$ cat config.mk
export PLATFORM = sky130hd
export DESIGN_NAME = fifo_writer_row
export DESIGN_NICKNAME = d
export VERILOG_FILES = /design/src/rtl/fifo_writer_row.sv
export SDC_FILE = /design/constraint.sdc
export NUM_CORES = 1
export LEC_CHECK = 0
export BUFFER_PORTS_ARGS = -buffer_cell sky130_fd_sc_hd__buf_2
export CORE_MARGIN = 3
export CORE_UTILIZATION = 40
export DETAILED_ROUTE_END_ITERATION = 6
export PLACE_DENSITY = 0.74
export REMOVE_ABC_BUFFERS = 1
export SETUP_SLACK_MARGIN = 0.05
export SLEW_MARGIN = 20
export SYNTH_ARGS = -nofsm -noshare
export SYNTH_HDL_FRONTEND = slang
export SYNTH_SLANG_ARGS = --single-unit
$ cat constraint.sdc
create_clock -name i_clk -period 3.9 [get_ports i_clk]
set_input_delay 0.585 -clock i_clk [delete_from_list [all_inputs] [get_ports i_clk]]
set_output_delay 0.585 -clock i_clk [all_outputs]
set_load 0.02 [all_outputs]
$ cat src/rtl/fifo_writer_row.sv
// Write-side controller for one systolic-array row input FIFO: accepts a
// valid/ready stream, writes one batch, then waits for the reader to drain it.
module fifo_writer_row #(
   parameter int ROW    = 9,
   parameter int COL    = 1,
   parameter int W_ADDR = 8,
   parameter int W_DATA = 8
) (
   input  logic              i_clk,
   input  logic              i_rst_n,
   input  logic              i_valid,
   input  logic [W_DATA-1:0] i_data,
   output logic              o_ready,
   output logic              o_fifo_wr_en,
   output logic [W_DATA-1:0] o_fifo_wr_data,
   input  logic              i_fifo_full,
   input  logic              i_fifo_rd_en,
   output logic [W_ADDR:0]   o_occupants,
   output logic              o_fifo_empty,
   output logic              o_batch_done,
   output logic              o_underflow
);

   localparam int              BATCH      = ROW * COL;
   localparam logic [W_ADDR:0] BatchCount = (W_ADDR+1)'(BATCH);
   localparam logic [W_ADDR:0] LastCount  = (W_ADDR+1)'(BATCH - 1);

   localparam logic [1:0] IDLE  = 2'd0;
   localparam logic [1:0] FILL  = 2'd1;
   localparam logic [1:0] DRAIN = 2'd2;

   logic [1:0]        state_q, state_d;
   logic [W_ADDR:0]   wrCnt_q, wrCnt_d;
   logic [W_ADDR:0]   occ_q, occ_d;
   logic              wrEn_q;
   logic [W_DATA-1:0] wrData_q;
   logic              batchDone_q, batchDone_d;
   logic              underflow_q;
   logic              accept;
   logic              rdCounted;

   assign o_ready   = (state_q == FILL) && !i_fifo_full && (wrCnt_q < BatchCount);
   assign accept    = i_valid && o_ready;
   assign rdCounted = i_fifo_rd_en && (occ_q != '0);

   // Drain completes only once the final registered write has landed in the count.
   always_comb begin
      state_d     = state_q;
      wrCnt_d     = wrCnt_q;
      batchDone_d = 1'b0;
      case (state_q)
         IDLE: begin
            wrCnt_d = '0;
            if (occ_q == '0) state_d = FILL;
         end
         FILL: begin
            if (accept) begin
               wrCnt_d = wrCnt_q + 1'b1;
               if (wrCnt_q == LastCount) state_d = DRAIN;
            end
         end
         DRAIN: begin
            if ((occ_q == '0) && !wrEn_q) begin
               batchDone_d = 1'b1;
               state_d     = IDLE;
            end
         end
         default: state_d = IDLE;
      endcase
   end

   always_comb begin
      occ_d = occ_q;
      if (wrEn_q && !rdCounted && (occ_q < BatchCount)) occ_d = occ_q + 1'b1;
      else if (rdCounted && !wrEn_q)                    occ_d = occ_q - 1'b1;
   end

   always_ff @(posedge i_clk) begin
      if (!i_rst_n) begin
         state_q     <= IDLE;
         wrCnt_q     <= '0;
         occ_q       <= '0;
         wrEn_q      <= 1'b0;
         wrData_q    <= '0;
         batchDone_q <= 1'b0;
         underflow_q <= 1'b0;
      end else begin
         state_q     <= state_d;
         wrCnt_q     <= wrCnt_d;
         occ_q       <= occ_d;
         wrEn_q      <= accept;
         if (accept) wrData_q <= i_data;
         batchDone_q <= batchDone_d;
         underflow_q <= underflow_q || (i_fifo_rd_en && (occ_q == '0));
      end
   end

   assign o_fifo_wr_en   = wrEn_q;
   assign o_fifo_wr_data = wrData_q;
   assign o_occupants    = occ_q;
   assign o_fifo_empty   = (occ_q == '0);
   assign o_batch_done   = batchDone_q;
   assign o_underflow    = underflow_q;

endmodule

# Yosys cells after proc, flatten, opt, wreduce, memory -nomap -nowiden
# Index checks and enable logic that the tools add are counted.
[op_classes] reduce_logical=21 n_mux=10 order_cmp=2 add_sub_neg=3 n_eq_ne=7
[ops] op="$mux 9" count=3
[ops] op="$add 9x1->9 const B" count=2
[ops] op="$lt 9x4->1 const B" count=2
[ops] op="$pmux 9 s2" count=1
[ops] op="$eq 9x4->1 const B" count=1
[ops] op="$logic_and 1x1->1" count=9
[ops] op="$logic_not 9->1" count=1
[ops] op="$reduce_bool 9->1" count=1
[ops] op="$sub 9x1->9 const B" count=1
[ops] op="$mux 2" count=4
[ops] op="$ne 2x2->1 const B" count=3
[ops] op="$pmux 2 s3" count=1
[ops] op="$reduce_and 2->1" count=2
[ops] op="$reduce_and 4->1" count=1
[ops] op="$reduce_bool 2->1" count=2
[ops] op="$logic_not 1->1" count=3
[ops] op="$eq 2x1->1 const B" count=1
[ops] op="$eq 2x2->1 const B" count=1
[ops] op="$logic_not 2->1" count=1
[ops] op="$ne 2x1->1 const B" count=1
[ops] op="$logic_or 1x1->1" count=1
[ops] op="$mux 1" count=1
[word_totals] output_inout_bits=22 elab_cells=50 reg_bits=31

# Logic depth before layout (Yosys ltp)
# Gate-level depths: netlist of the first run.
[depth] ltp_word=6 mapped_depth=11 ltp_nobuf=10

# Worst setup path before layout of the first run
# No wires, ideal clock.
[synth_timing] path_type="reg-to-reg" startpoint="register occ_q[0], in the netlist o_occupants[0]" endpoint="register occ_q[8], in the netlist o_occupants[8]" stages_incl_launch_ff=12 slack_ns=1.082 setup_time_ns=0.072 arrival_ns=2.746 path_buffers=1 synth_period_minus_slack_ns=2.818 cell_sequence="dfxtp_1 buf_6 or4_1 nand3_2 and3_1 inv_1 ha_1 nor2b_1 o31a_1 o22ai_1 mux2i_1 mux2i_1"
[synth_between] elab_chain_cells=6
[synth_lines] element="from (decl)" line_no="34" text="logic [W_ADDR:0] occ_q, occ_d;"
[synth_lines] element="from (signal assigned)" line_no="82" text="occ_q <= '0;"
[synth_lines] element="from (signal assigned)" line_no="90" text="occ_q <= occ_d;"
[synth_lines] element="parallel branches: the longest is 6 deep, another holds $sub 9x1->9"
# Parallel ways; which one is timed is not known. The select of a mux whose other input is x is not followed.
# A chain may end at the register's enable or synchronous reset.

# Worst setup path after layout of the first run
# Ends and elaborated chain as after synthesis.

==> results.yml, run 1 <==
clock_network:
  cts_sinks: 31
  clk_pin_slew_ns: 0.07
  cts_tree: "done"
  clk-insertion-delay-late_ns: 0.29
  cts_hold_buffers: 0
  clockBufferDepth: 2
  cts.repair.resized: 0
  htree_levels: 2
  cts_setup_buffers: 0
  numCtsBuffers: 5
  root_buffer: "clkbuf_8"
sta:
  slew_viol_final: 0
  final_hold_viol_count: 0
  fmax_mhz: 348.4
  setup_viol: 0
  setup-tns-final_ns: 0
  period_needed_ns: 2.870
  slew_headroom: 0.5800
  tightest_slew_ns: 0.6293
  rsz0062_at_grt: "false"
  skew_ns: 0.005712
  fin_crit_sh: 0.7360
global_routing:
  grt_overflow: 0
  grt_max_degree: 21
  grt_pass1_vias: 1178
  grt_first_pass_wirelength_um: 5133
  grt_util_all_layers: 0.1490
  grt_antenna_before_repair: 0
critical_path:
  cpLargestDelayFamily: "simple AND/OR/NAND/NOR gates"
  crit_path_max_incr_delay_ns: 0.56
  crit_required_ns: 4.12
  end_kind: "flip-flop"
  arrival_ns: 3.09
  crit_type: "reg -> reg"
  cp_cell_sequence: "or4_1 > nand3_2 > and3_1 > inv_1 > ha_1 > nor2b_1 > o31a_1 > o22ai_1 > mux2i_1 > mux2i_1"
  path_buf_inv: 1
  crit_slowest_cell: "or4_1"
  crit_path_frequent_cell: "mux2i_1"
  start_kind: "flip-flop"
  cp_max_fo: 8
flow_run:
  max-cap-violations: 0
route:
  first_pass_iters: 4
  vias: 1276
  wl_per_cell_um: 12.18
  wirelength_um: 3046
  routed_via_density: 5.104
  drt_iter0_markers: 34
  ant_nets: 0
  drc: 0
pwr:
  power.leakage_nw: 0.8637
  power-per-cell-area_nw_per_um2: 789.8
  irDropWorstVdd_v: 0.0004050
  power.total_mw: 1.444
final_layout:
  final_layout_size_suffix_gt1_frac: 0.2353
  area_growth_pct: 18.11
  num_antenna_cells: 0
  stdcell_count: 250
  nets: 226
  fillerInstances: 361
placed_design:
  dp_hpwl_um: 2243
  gp_congestion: 0.8112
  dp_cells: 242
  placement.io_buffers: 34
synthesis:
  synth_seq_cells: 31
  synthFlopType: "dfxtp_1"
  synth_area_leaders: "dfxtp_1 40%, mux2i_1 9.7%, ha_1 7.3%"
  synth-edff-count: 0
  async_flop_share: 0
  yosysTopAreaCellShare: 0.4010
  synth-seq-area-share: 0.4010
  avgSynthCellArea_um2: 9.268
  netlist.top_cell.by_area: "dfxtp_1"
  synth_warnings: 0
  synthCells: 167
  synth_cell_type_count: 43
  syn-cell-area_um2: 1548
die:
  start_util: 0.4396
  die_h_um: 68.21
  ios: 35
  row_count: 21
  die_area_um2: 4652
  die_w_um: 68.21
  core_um2: 3521
hold_path:
  holdCritPathClass: "reg -> reg"
run_status:
  status: "finished clean"
[placed cells by master, fill, tap and decap left out, types with 3 or more instances in the layout]
cell type,n
mux2i_1,15
nand2_1,6
inv_1,7
xnor2_1,4
or3_1,3
buf_2,34
o21ai_0,4
dfxtp_1,31
ha_1,9
and3_1,4
o22ai_1,5
and2_1,5
clkbuf_8,5
xor2_1,3
nor2_1,22
a21oi_1,6
o21a_1,3
nor3_1,4
o21ai_1,3
[metal layers]
layer	part of all wire	vias up	GRT usage
met5	0	-	0
met3	0.054	8	0.04762
met4	0.026	0	0.08685
met2	0.45	29	0.2323
li1	-	654	-
met1	0.47	585	0.1787
[layout make-up]
cell class | instances | area (um2) | share of cell area
sequential | 31 | 620.6 | 0.3395
clock inverter | 3 | 20.02 | 0.01095
clock buffer | 5 | 68.82 | 0.03765
multi-input combinational | 122 | 853.3 | 0.4668
timing repair buffer | 35 | 177.7 | 0.09719
tap | 46 | 57.56 | 0.03149
inverter | 8 | 30.03 | 0.01643
[power breakdown]
part | internal (mW) | switching [mW]
registers | 0.374 | 0.0662
clock network | 0.124 | 0.127
logic | 0.335 | 0.418
[through the flow]
stage	instance area (um2)	hold WS, ns	worst slack, ns	util
floorplan	1504	0.4302	1.127	-
global placement	1739	0.4462	0.8744	0.4940
detailed placement	1739	0.4463	0.8538	0.4940
CTS	1828	0.4681	1.037	0.5192
global route	1828	0.4965	0.8100	0.5192
finish	1828	0.4656	1.030	0.5192
[cells by family after synthesis]
logic type	Yosys count	share of synthesized area
AND/OR/NAND/NOR	59	0.1948
AO/OA/AOI/OAI	31	0.1342
flip-flops	31	0.4010
multiplexers	15	0.09701
buffers and inverters	14	0.04769
adder cells (fa/ha/maj)	10	0.08569
XOR/XNOR	7	0.03961
[path summary, 6_finish.rpt]
path	slack (ns)	endpoint	startpoint	depth (start not counted)
worst max register to register	1.03	o_occupants[8]	o_occupants[0]	10
worst min register to register	0.47	wrCnt_q[5]	wrCnt_q[5]	1
worst max-delay path	1.03	o_occupants[8]	o_occupants[0]	10
worst min-delay path	0.47	wrCnt_q[5]	wrCnt_q[5]	1
[cells in the mapped netlist (4+ instances only)]
library cell and instances:
a21oi_1 6, and2_1 5, and3_1 4, dfxtp_1 31, ha_1 9, inv_1 7
mux2i_1 15, nand2_1 6, nor2_1 22, nor3_1 4, o21ai_0 4, o22ai_1 5
xnor2_1 4
[worst reg2reg max path, delay by kind of cell (launching register included)]
kind	cells	cell delay, ns
buffers and inverters	1	0.16
adders and majority gates	1	0.36
AOI/OAI and AO/OA	2	0.44
and+or+nand+nor	4	1.04
DFF	1	0.38
muxes	2	0.43
[sequential cells by signal, indices dropped and copies added (netlist names)]
signal and flops:
wrCnt_q 9, o_occupants 9, o_fifo_wr_data 8, state_q 2, o_fifo_wr_en 1, o_underflow 1
o_batch_done 1
(Power assumes the default switching activity.)
==> inputs of run 2 (changes only) <==
--- a/config.mk
+++ b/config.mk
@@ -5,11 +5,12 @@
 export SDC_FILE = /design/constraint.sdc
 export NUM_CORES = 1
 export LEC_CHECK = 0
+export ABC_AREA = 1
 export BUFFER_PORTS_ARGS = -buffer_cell sky130_fd_sc_hd__buf_2
 export CORE_MARGIN = 3
 export CORE_UTILIZATION = 40
 export DETAILED_ROUTE_END_ITERATION = 6
-export PLACE_DENSITY = 0.74
+export PLACE_DENSITY = 0.76
 export REMOVE_ABC_BUFFERS = 1
 export SETUP_SLACK_MARGIN = 0.05
 export SLEW_MARGIN = 20
==> constraint.sdc (replaced) <==
create_clock -name i_clk -period 2.4 [get_ports i_clk]
set_input_delay 0.36 -clock i_clk [delete_from_list [all_inputs] [get_ports i_clk]]
set_output_delay 0.36 -clock i_clk [all_outputs]
set_load 0.02 [all_outputs]
==> results.yml, run 2 <==
run_status:
  status: "finished clean"
route:
  wl_per_cell_um: 11.87
  met2WireLength_um: 1790
  drt_iter0_markers: 68
  dr_wl_met3_um: 141
  drc: 0
  ant_nets: 0
  m1WireLength_um: 1604
  vias: 1449
  routed_via_density: 4.782
  first_pass_iters: 4
  top_layer: "met4"
  wirelength_um: 3596
final_layout:
  final_layout_size_suffix_gt1_frac: 0.3059
  final_cell_mix: "34 x buf_2, 30 x nor2_1, 25 x inv_1, 24 x nand2_1, 24 x dfxtp_1"
  final_util: 0.5471
  nets: 277
  final_common_cell: "buf_2"
  num_antenna_cells: 0
  stdcell_count: 303
  fillerInstances: 355
  area_growth_pct: 28.03
  multi_input_area_um2: 948.4
  seq_area_um2: 629.4
critical_path:
  reg2reg_slack_ns: 0.20
  start_kind: "flip-flop"
  crit_type: "reg -> reg"
  critPathLaunch: "o_occupants[8]"
  r2r_start: "o_occupants[8]"
  end_kind: "flip-flop"
  cp_max_fo: 6
  critPathCapture: "o_occupants[8]"
  r2r_end: "o_occupants[8]"
  arrival_ns: 2.38
  crit_required_ns: 2.58
  ff2ff_path_depth: 13
global_routing:
  grt_overflow: 0
  grt_antenna_before_repair: 0
  grt_max_degree: 22
  grt_util_all_layers: 0.1461
  grt_pass1_vias: 1318
  grt_first_pass_wirelength_um: 5733
clock_network:
  cts_tree: "done"
  numCtsBuffers: 5
  root_buffer: "clkbuf_8"
  clockBufferDepth: 2
  cts_hold_buffers: 0
  htree_levels: 2
  clk-insertion-delay-late_ns: 0.29
  cts_sinks: 31
  clk_pin_slew_ns: 0.06
die:
  row_count: 22
  ios: 35
  core_um2: 3771
  start_util: 0.4273
  die_w_um: 69.48
  die_area_um2: 4827
  die_h_um: 69.48
synthesis:
  synth_cell_type_count: 31
  yosysMostFrequentCell: "nor2_1"
  yosysTopAreaCellShare: 0.3851
  synth_seq_cells: 31
  async_flop_share: 0
  synth-seq-area-share: 0.3851
  syn-cell-area_um2: 1612
  ys_top_cells_by_count: "33 x nor2_1, 31 x dfxtp_1, 26 x nand2_1"
  synthCells: 212
  avgSynthCellArea_um2: 7.602
  netlist.top_cell.by_area: "dfxtp_1"
  synth-edff-count: 0
  synthFlopType: "dfxtp_1"
  synth_warnings: 0
  synth_area_leaders: "dfxtp_1 39%, nor2_1 7.7%, ha_1 7.0%"
flow_run:
  max-cap-violations: 0
sta:
  slew_viol_final: 0
  tightest_slew_ns: 0.3557
  final_hold_viol_count: 0
  setup_viol: 0
  slew_headroom: 0.7626
  period_needed_ns: 2.199
  rsz0062_at_grt: "false"
  fmax_mhz: 454.9
  skew_ns: 0.006020
  fin_crit_sh: 0.9160
  hold_ws_ns: 0.2948
placed_design:
  placement.io_buffers: 34
  dp_hpwl_um: 2519
  gp_congestion: 0.8747
  dp_cells: 290
pwr:
  power-per-cell-area_nw_per_um2: 1065
  power.leakage_nw: 0.9547
  irDropWorstVdd_v: 0.0005213
  power.total_mw: 2.197
hold_path:
  holdCritPathClass: "in -> reg"
  min_from: "i_data[5]"
==> run 2: cell types whose count changed after synthesis, moves of 4 or more <==
cell / before / now
a21oi_1: 6 / 19
and2_1: 5 / 0
and3_1: 4 / 0
inv_1: 7 / 25
mux2i_1: 15 / 0
nand2_1: 6 / 26
nand3_1: 1 / 13
nor2_1: 22 / 33
o21ai_0: 4 / 16
o22ai_1: 5 / 0
==> run 2: critical path: stages, from the launching register on <==
cell and delay, ns:
dfxtp_2 0.35, nor3_4 0.21, nand3_1 0.12, nor2_2 0.19
nand2_4 0.11, buf_12 0.15, ha_4 0.23, a21oi_1 0.12
nand2_1 0.11, nand2_1 0.07, nand2_1 0.05, nand3b_1 0.17
a21oi_1 0.15, nor2_1 0.05
==> run 2: kinds of logic (layout without fill, tap and decap cells) <==
logic type | count (synthesis) | in the layout | share of synthesized area
and+or+nand+nor | 91 | 91 | 0.2717
AOI/OAI and AO/OA | 41 | 41 | 0.1328
DFF | 31 | 31 | 0.3851
buffers and inverters | 31 | 74 | 0.08461
adders and majority gates | 10 | 10 | 0.08230
xor gates and xnor gates | 8 | 8 | 0.04348
==> run 2: routing by layer <==
metal / vias up / global-route usage
met4: 0 / 0.06508
li1: 773 / -
met2: 20 / 0.2341
met3: 7 / 0.04638
met5: - / 0
met1: 649 / 0.1784
==> run 2: what timing repair did <==
action                                  4_1_cts  5_1_grt
endpoints found under the setup margin        2        4
gates resized for setup                       1       23
pin swaps                                     1        5
setup buffers                                 4        1
==> run 2: report_power, final <==
group	switching [mW]	total (mW)	leakage (nW)	internal, mW
Sequential	0.104	0.712	0.254	0.608
Combinational	0.594	1.03	0.649	0.436
Clock	0.193	0.454	0.0515	0.261
==> run 2: worst min-delay path by stage <==
| stage | end | slack, ns | cells after the start |
|---|---|---|---|
| after floorplan | wrCnt_q[8] | 0.42 | 2 |
| after global placement | wrCnt_q[5] | 0.43 | 2 |
| after detailed placement | wrCnt_q[8] | 0.44 | 2 |
| after CTS | o_fifo_wr_data[7] | 0.29 | 3 |
| after global routing | o_fifo_wr_data[5] | 0.29 | 3 |
| final | o_fifo_wr_data[5] | 0.29 | 3 |
==> run 2: area by class of cell <==
cell class                 count  share of cell area
inverter                      26             0.04730
clock buffer                   8             0.04851
tap                           48             0.02911
sequential                    31              0.3050
timing repair buffer          40              0.1104
multi-input combinational    150              0.4597
==> run 2: metrics by stage <==
step | setup TNS (ns) | instance area (um2) | setup WS (ns)
after global routing | 0 | 2063 | 0.01378
after detailed placement | -0.01539 | 1810 | -0.01539
final | 0 | 2063 | 0.2015
after CTS | 0 | 1953 | 0.05084
after floorplan | 0 | 1573 | 0.1774
after global placement | 0 | 1810 | 0.05046
